File: src/rtl/mux_sel_ctrl.sv
// rtl/mux_sel_ctrl.sv - select debounce and data guard controller for the 2:1 conditional mux (optional switch counter: MUX_SEL_CTRL_COUNT_EN)
module mux_sel_ctrl #(
    parameter int DEB_CYCLES   = 4,
    parameter int GUARD_CYCLES = 2,
    parameter int CNT_W        = 8
) (
    input  logic             clk,
    input  logic             reset,
    input  logic             sel_req,
    input  logic             i0_in,
    input  logic             i1_in,
    output logic             s,
    output logic             i0,
    output logic             i1,
    output logic             busy,
    output logic [CNT_W-1:0] sw_count
);

    typedef enum logic [1:0] {IDLE, DEBOUNCE, GUARD} state_t;

    localparam logic [7:0] DEB_L   = 8'(DEB_CYCLES);
    localparam logic [7:0] GUARD_L = 8'(GUARD_CYCLES);

    state_t     state_q, state_d;
    logic [7:0] deb_q, deb_d;
    logic [7:0] grd_q, grd_d;
    logic       s_q, s_d;
    logic       i0_q, i1_q;
    logic       busy_q, busy_d;
    logic       flip;
    logic       load;

    // Next-state logic: debounce the select request, flip s, then hold data for the guard window
    always_comb begin
        state_d = state_q;
        deb_d   = deb_q;
        grd_d   = grd_q;
        flip    = 1'b0;
        load    = 1'b0;
        case (state_q)
            IDLE: begin
                if (sel_req != s_q) begin
                    if (DEB_CYCLES == 1) begin
                        flip    = 1'b1;
                        grd_d   = 8'd0;
                        state_d = GUARD;
                    end else begin
                        load    = 1'b1;
                        deb_d   = 8'd1;
                        state_d = DEBOUNCE;
                    end
                end else begin
                    load = 1'b1;
                end
            end
            DEBOUNCE: begin
                if (sel_req == s_q) begin
                    // glitch: request went away before enough consecutive samples
                    load    = 1'b1;
                    deb_d   = 8'd0;
                    state_d = IDLE;
                end else if (deb_q + 8'd1 == DEB_L) begin
                    flip    = 1'b1;
                    deb_d   = 8'd0;
                    grd_d   = 8'd0;
                    state_d = GUARD;
                end else begin
                    load  = 1'b1;
                    deb_d = deb_q + 8'd1;
                end
            end
            GUARD: begin
                // sel_req is deliberately ignored here; data stays frozen
                if (grd_q + 8'd1 == GUARD_L) begin
                    grd_d   = 8'd0;
                    state_d = IDLE;
                end else begin
                    grd_d = grd_q + 8'd1;
                end
            end
            default: begin
                state_d = IDLE;
                deb_d   = 8'd0;
                grd_d   = 8'd0;
            end
        endcase
        s_d    = s_q ^ flip;
        busy_d = (state_d != IDLE);
    end

    // State, select and data registers; data loads only on non-flip edges outside GUARD
    always_ff @(posedge clk or posedge reset) begin
        if (reset) begin
            state_q <= IDLE;
            deb_q   <= 8'd0;
            grd_q   <= 8'd0;
            s_q     <= 1'b0;
            i0_q    <= 1'b0;
            i1_q    <= 1'b0;
            busy_q  <= 1'b0;
        end else begin
            state_q <= state_d;
            deb_q   <= deb_d;
            grd_q   <= grd_d;
            s_q     <= s_d;
            busy_q  <= busy_d;
            if (load) begin
                i0_q <= i0_in;
                i1_q <= i1_in;
            end
        end
    end

`ifdef MUX_SEL_CTRL_COUNT_EN
    localparam logic [CNT_W-1:0] CNT_MAX = '1;
    logic [CNT_W-1:0] cnt_q;

    // Completed-flip counter, saturating at all ones
    always_ff @(posedge clk or posedge reset) begin
        if (reset) begin
            cnt_q <= '0;
        end else if (flip && (cnt_q != CNT_MAX)) begin
            cnt_q <= cnt_q + 1'b1;
        end
    end

    assign sw_count = cnt_q;
`else
    assign sw_count = '0;
`endif

    assign s    = s_q;
    assign i0   = i0_q;
    assign i1   = i1_q;
    assign busy = busy_q;

endmodule

File: config.mk
export PLATFORM = sky130hd
export DESIGN_NAME = mux_sel_ctrl
export DESIGN_NICKNAME = d
export VERILOG_FILES = /design/src/rtl/mux_sel_ctrl.sv
export SDC_FILE = /design/constraint.sdc
export NUM_CORES = 1
export LEC_CHECK = 0
export CAP_MARGIN = 20
export CORE_ASPECT_RATIO = 1.75
export CORE_MARGIN = 3
export CORE_UTILIZATION = 40
export DETAILED_ROUTE_END_ITERATION = 10
export PLACE_DENSITY = 0.67
export SLEW_MARGIN = 25
export SYNTH_ARGS = -nofsm -noshare
export SYNTH_HDL_FRONTEND = slang
export SYNTH_SLANG_ARGS = --single-unit
File: constraint.sdc
create_clock -name clk -period 2.8 [get_ports clk]
set_input_delay 0.42 -clock clk [delete_from_list [all_inputs] [get_ports clk]]
set_output_delay 0.42 -clock clk [all_outputs]
set_load 0.01 [all_outputs]
After elaboration in Yosys (flattened, before gate mapping):

Cells that the tools add are included.

* register bits: 22
* input port bits: 5
* output and inout port bits: 12
* word-level logic and storage cells: 44

* $add $sub $neg: 2
* equality and inequality tests: 9
* mux-type cells: 19
* bitwise logic cells: 3
* reduce and logical (&&, ||, !) cells: 4

Operators with widths (count)
* $mux W8: 6
* $pmux W8 S3: 2
* $add A8 B1 Y8 const B: 2
* $eq A8 B2 Y1 const B: 1
* $eq A8 B3 Y1 const B: 1
* $mux W2: 4
* $ne A2 B2 Y1 const B: 3
* $pmux W2 S3: 1
* $mux W1: 5
* $reduce_and A3 Y1: 1
* $eq A2 B1 Y1 const B: 1
* $eq A2 B2 Y1 const B: 1
* $logic_not A2 Y1: 1
* $not A1 Y1: 2
* $pmux W1 S2: 1
* $reduce_and A2 Y1: 1
* $reduce_bool A2 Y1: 1
* $eq A1 B1 Y1: 1
* $ne A1 B1 Y1: 1
* $xor A1 B1 Y1: 1

Longest topological paths before layout:

* word-level depth: 6
* mapped depth: 6
* depth with buffers taken out: 6

Worst setup path after synthesis:

OpenSTA, ideal clock, no wires.

* path type: register -> register
* start: reg deb_q[0]
* end: reg i0_q (netlist: i0)
* library setup time: 125 ps
* arrival: 1841 ps
* data required time: 2675 ps
* setup slack: 834 ps
* cell stages (with the launch flop): 6
* buffers on the path: 0
* period minus slack after synthesis: 1966 ps
* cells stage by stage: dfrtp_1 ha_1 or4b_4 nor4_4 a31oi_4 mux2_4

* cells in the longest elaborated chain, start to end: 5

RTL lines
* from (decl): RTL line 25 `logic [7:0] deb_q, deb_d;`
* from (signal assigned): RTL line 95 `deb_q <= 8'd0;`
* from (signal assigned): RTL line 103 `deb_q <= deb_d;`
* $add A8 B1 Y8: RTL line 62 `end else if (deb_q + 8'd1 == DEB_L) begin`
* $eq A8 B3 Y1: RTL line 62
* $mux W1: RTL line 62
* $mux W1: RTL line 57 `if (sel_req == s_q) begin`
* $pmux W1 S2: RTL line 40 `case (state_q)`
* to (signal assigned): RTL line 108 `i0_q <= i0_in;`
* to (decl): RTL line 28 `logic i0_q, i1_q;`

Every way passes these cells.
A chain may end at the register's enable or synchronous reset.

Worst setup path after layout:

* start: reg deb_q[0]
* end: reg i1_q (netlist: i1)

* cells in the longest elaborated chain, start to end: 5

RTL lines
* $add A8 B1 Y8: RTL line 62
* $eq A8 B3 Y1: RTL line 62
* $mux W1: RTL line 62
* $mux W1: RTL line 57
* $pmux W1 S2: RTL line 40
* to (signal assigned): RTL line 109 `i1_q <= i1_in;`
* to (decl): RTL line 28

Every way passes these cells.

==> results.cfg <==
[run_status]
status = completed

[clock_tree]
cts_tree = built
clkTransAtPathRegs_ns = 0.08
clock_path_buffers = 2
htree_levels = 1
cts_hold_buffers = 0
cts_setup_buffers = 0
cts_made_buffers = 3
post_cts_resized = 0
clockRootBuffer = clkbuf_8
worst_skew_pair.late_latency_ns = 0.26
clock_sinks = 22

[grt]
grt_pass1_wl_um = 3920
grt_start_max_net_pins = 23
gr-usage-all-layers = 0.142
grt_overflow = 0
antenna_found_initial = 0
grt_pass1_vias = 827

[worst_setup_path]
critPathMaxStageDelay_ns = 0.49
crit_type = flop to flop
arrival_ns = 2.42
worstPathMaxFanout = 10
slowest_stage = or4b_4
crit_chain = ha_1, or4b_4, nor4_4, a31oi_4, mux2_4
required_ns = 2.95
start_kind = flop
worst_setup_path_end_kind = flop

[yosys]
synth_flop_cell = dfrtp_1
synth_top_area_frac = 0.446
yosysMostFrequentCell = dfrtp_1
yosys-top-cells-count = 22 x dfrtp_1, 14 x o21ai_0, 11 x nand2_1, 10 x nor2_1, 8 x buf_4
synthMuxAreaShare = 0.0243
yosys.area_share.simple = 0.184
syn_area_per_cell_um2 = 9.79
async_reset_ff_frac = 1.00
syn_inst = 126
ys_seq_elements = 22
synth_top_family_by_area = simple AND/OR/NAND/NOR gates
synth_edf_count = 0
synth_compound_area_frac = 0.160
yosys.area_share.xor_xnor = 0.0781
synth.yosys.seq_area_share = 0.446
synthDistinctLibCells = 34
yosys.area.top_type = dfrtp_1
synth_area_um2 = 1230
synth_warnings = 0
synth_area_leaders = dfrtp_1 45%, o21ai_0 5.7%, buf_4 4.9%, xnor2_1 4.3%, xor2_1 3.5%
synth_fa_ha_area_frac = 0.0304

[min_path]
hp-class = flop to flop

[placed_design]
io_buffers = 8
place_congestion = 0.835
place_inst = 158
dp_hpwl_um = 1690

[route]
drtIter0Drc = 32
drt_first_pass_iters = 4
ant_nets = 0
viasPerCell = 5.44
vias = 882
drcViolationCount = 0
drt-total-wl_um = 2320
wl_per_cell_um = 14.3

[pwr]
peakVddDrop_mv = 0.448
total_power_mw = 1.07
leakagePower_nw = 0.575
power_density_nw_per_um2 = 786

[floorplan]
row_count = 26
dieArea_um2 = 3810
ios = 17
die_y_um = 79.5
coreArea_um2 = 2930
fp.dieW_um = 48.0
initial_utilization = 0.421

[finish]
fin_nets = 143
drive_gt1_frac = 0.0672
final_cells = 162
area_growth_pct = 10.0
antenna_cells = 0

[sta]
grt_setup_unrepaired = false
finalClockSkew_ns = 0.00229
fmax_ghz = 0.441
period_share = 0.811
worstMarginPinSlew_ns = 0.838
slew_headroom = 0.441
finalSetupTns_ns = 0
fin_crit_ns = 2.27
hold_viol = 0
fin_hold_ws_ns = 0.505
slew_violations = 0
setup_viol = 0

[job]
max_cap_violations = 0
-- cell type report --
type,count,area [µm²]
clock buffers,4,55.1
inverters,5,18.8
fillers,281,1570
well taps,28,35.0
multi-input cells,95,618
flip-flops and latches,22,551
repair buffers,8,80.1
-- layout by cell type, fill, tap and decap left out, drive strengths merged --
cell type | netlist | final
dfrtp | 22 | 22
o21ai | 14 | 14
nand2 | 11 | 11
nor2 | 10 | 10
conb | 1 | 8
clkdlybuf4s50 | 0 | 8
nand3 | 7 | 7
xnor2 | 6 | 6
inv | 5 | 5
xor2 | 5 | 5
o31ai | 4 | 4
clkbuf | 2 | 4
nand4 | 3 | 3
nor2b | 3 | 3
ha | 3 | 3
a21oi | 2 | 2
o41ai | 2 | 2
mux2 | 2 | 2
nor4 | 2 | 2
and4 | 1 | 1
or4b | 1 | 1
a31oi | 1 | 1
nand3b | 1 | 1
o21a | 1 | 1
a22o | 1 | 1
nand2b | 1 | 1
o22ai | 1 | 1
a22oi | 1 | 1
and3 | 1 | 1
nor3 | 1 | 1
o22a | 1 | 1
a32o | 1 | 1
-- flip-flops by register name, indices dropped and copies added (netlist names) --
signal	count
grd_q	8
deb_q	8
s	1
i0	1
busy	1
i1	1
state_q	2
-- cells by family after synthesis --
kind of cell,after synthesis
simple gates,42
compound gates,29
flops,22
buf+inv,16
xor+xnor,11
fa+ha+maj,3
mux,2
other cells,1
-- layer usage --
layer	part of all wire	GRT usage	up-vias
met3	0.016	0.0203	5
li1	-	-	442
met5	0	0	-
met2	0.52	0.224	12
met1	0.44	0.181	423
met4	0.021	0.0647	0
-- worst max-delay path: cells and delay by family (launching register included) --
kind	cells	cell delay (ns)
and+or+nand+nor	2	0.88
DFF	1	0.44
muxes	1	0.34
adders and majority gates	1	0.24
AOI/OAI and AO/OA	1	0.24
-- through the flow --
step / cell area [µm²] / setup WS (ns) / util
3_3_place_gp: 1300 / 0.613 / 0.445
5_1_grt: 1360 / 0.460 / 0.464
3_5_place_dp: 1300 / 0.571 / 0.445
4_1_cts: 1360 / 0.555 / 0.464
6_report: 1360 / 0.530 / 0.464
2_1_floorplan: 1260 / 0.834 / -
-- power breakdown --
group          switching, mW  total (mW)  internal, mW
Combinational          0.196       0.355         0.159
Sequential            0.0986       0.485         0.387
Clock                  0.102       0.227         0.125
-- worst paths after layout --
path,from,end,slack (ns),cells past startpoint
max,deb_q[0],i1,0.53,5
min,grd_q[7],grd_q[7],0.50,1
max reg2reg,deb_q[0],i1,0.53,5
min reg2reg,grd_q[7],grd_q[7],0.50,1
max in group asynchronous,reset,deb_q[0],1.66,2
min in group asynchronous,reset,deb_q[2],0.62,2
Note: power is estimated with default switching activity, not from simulation.
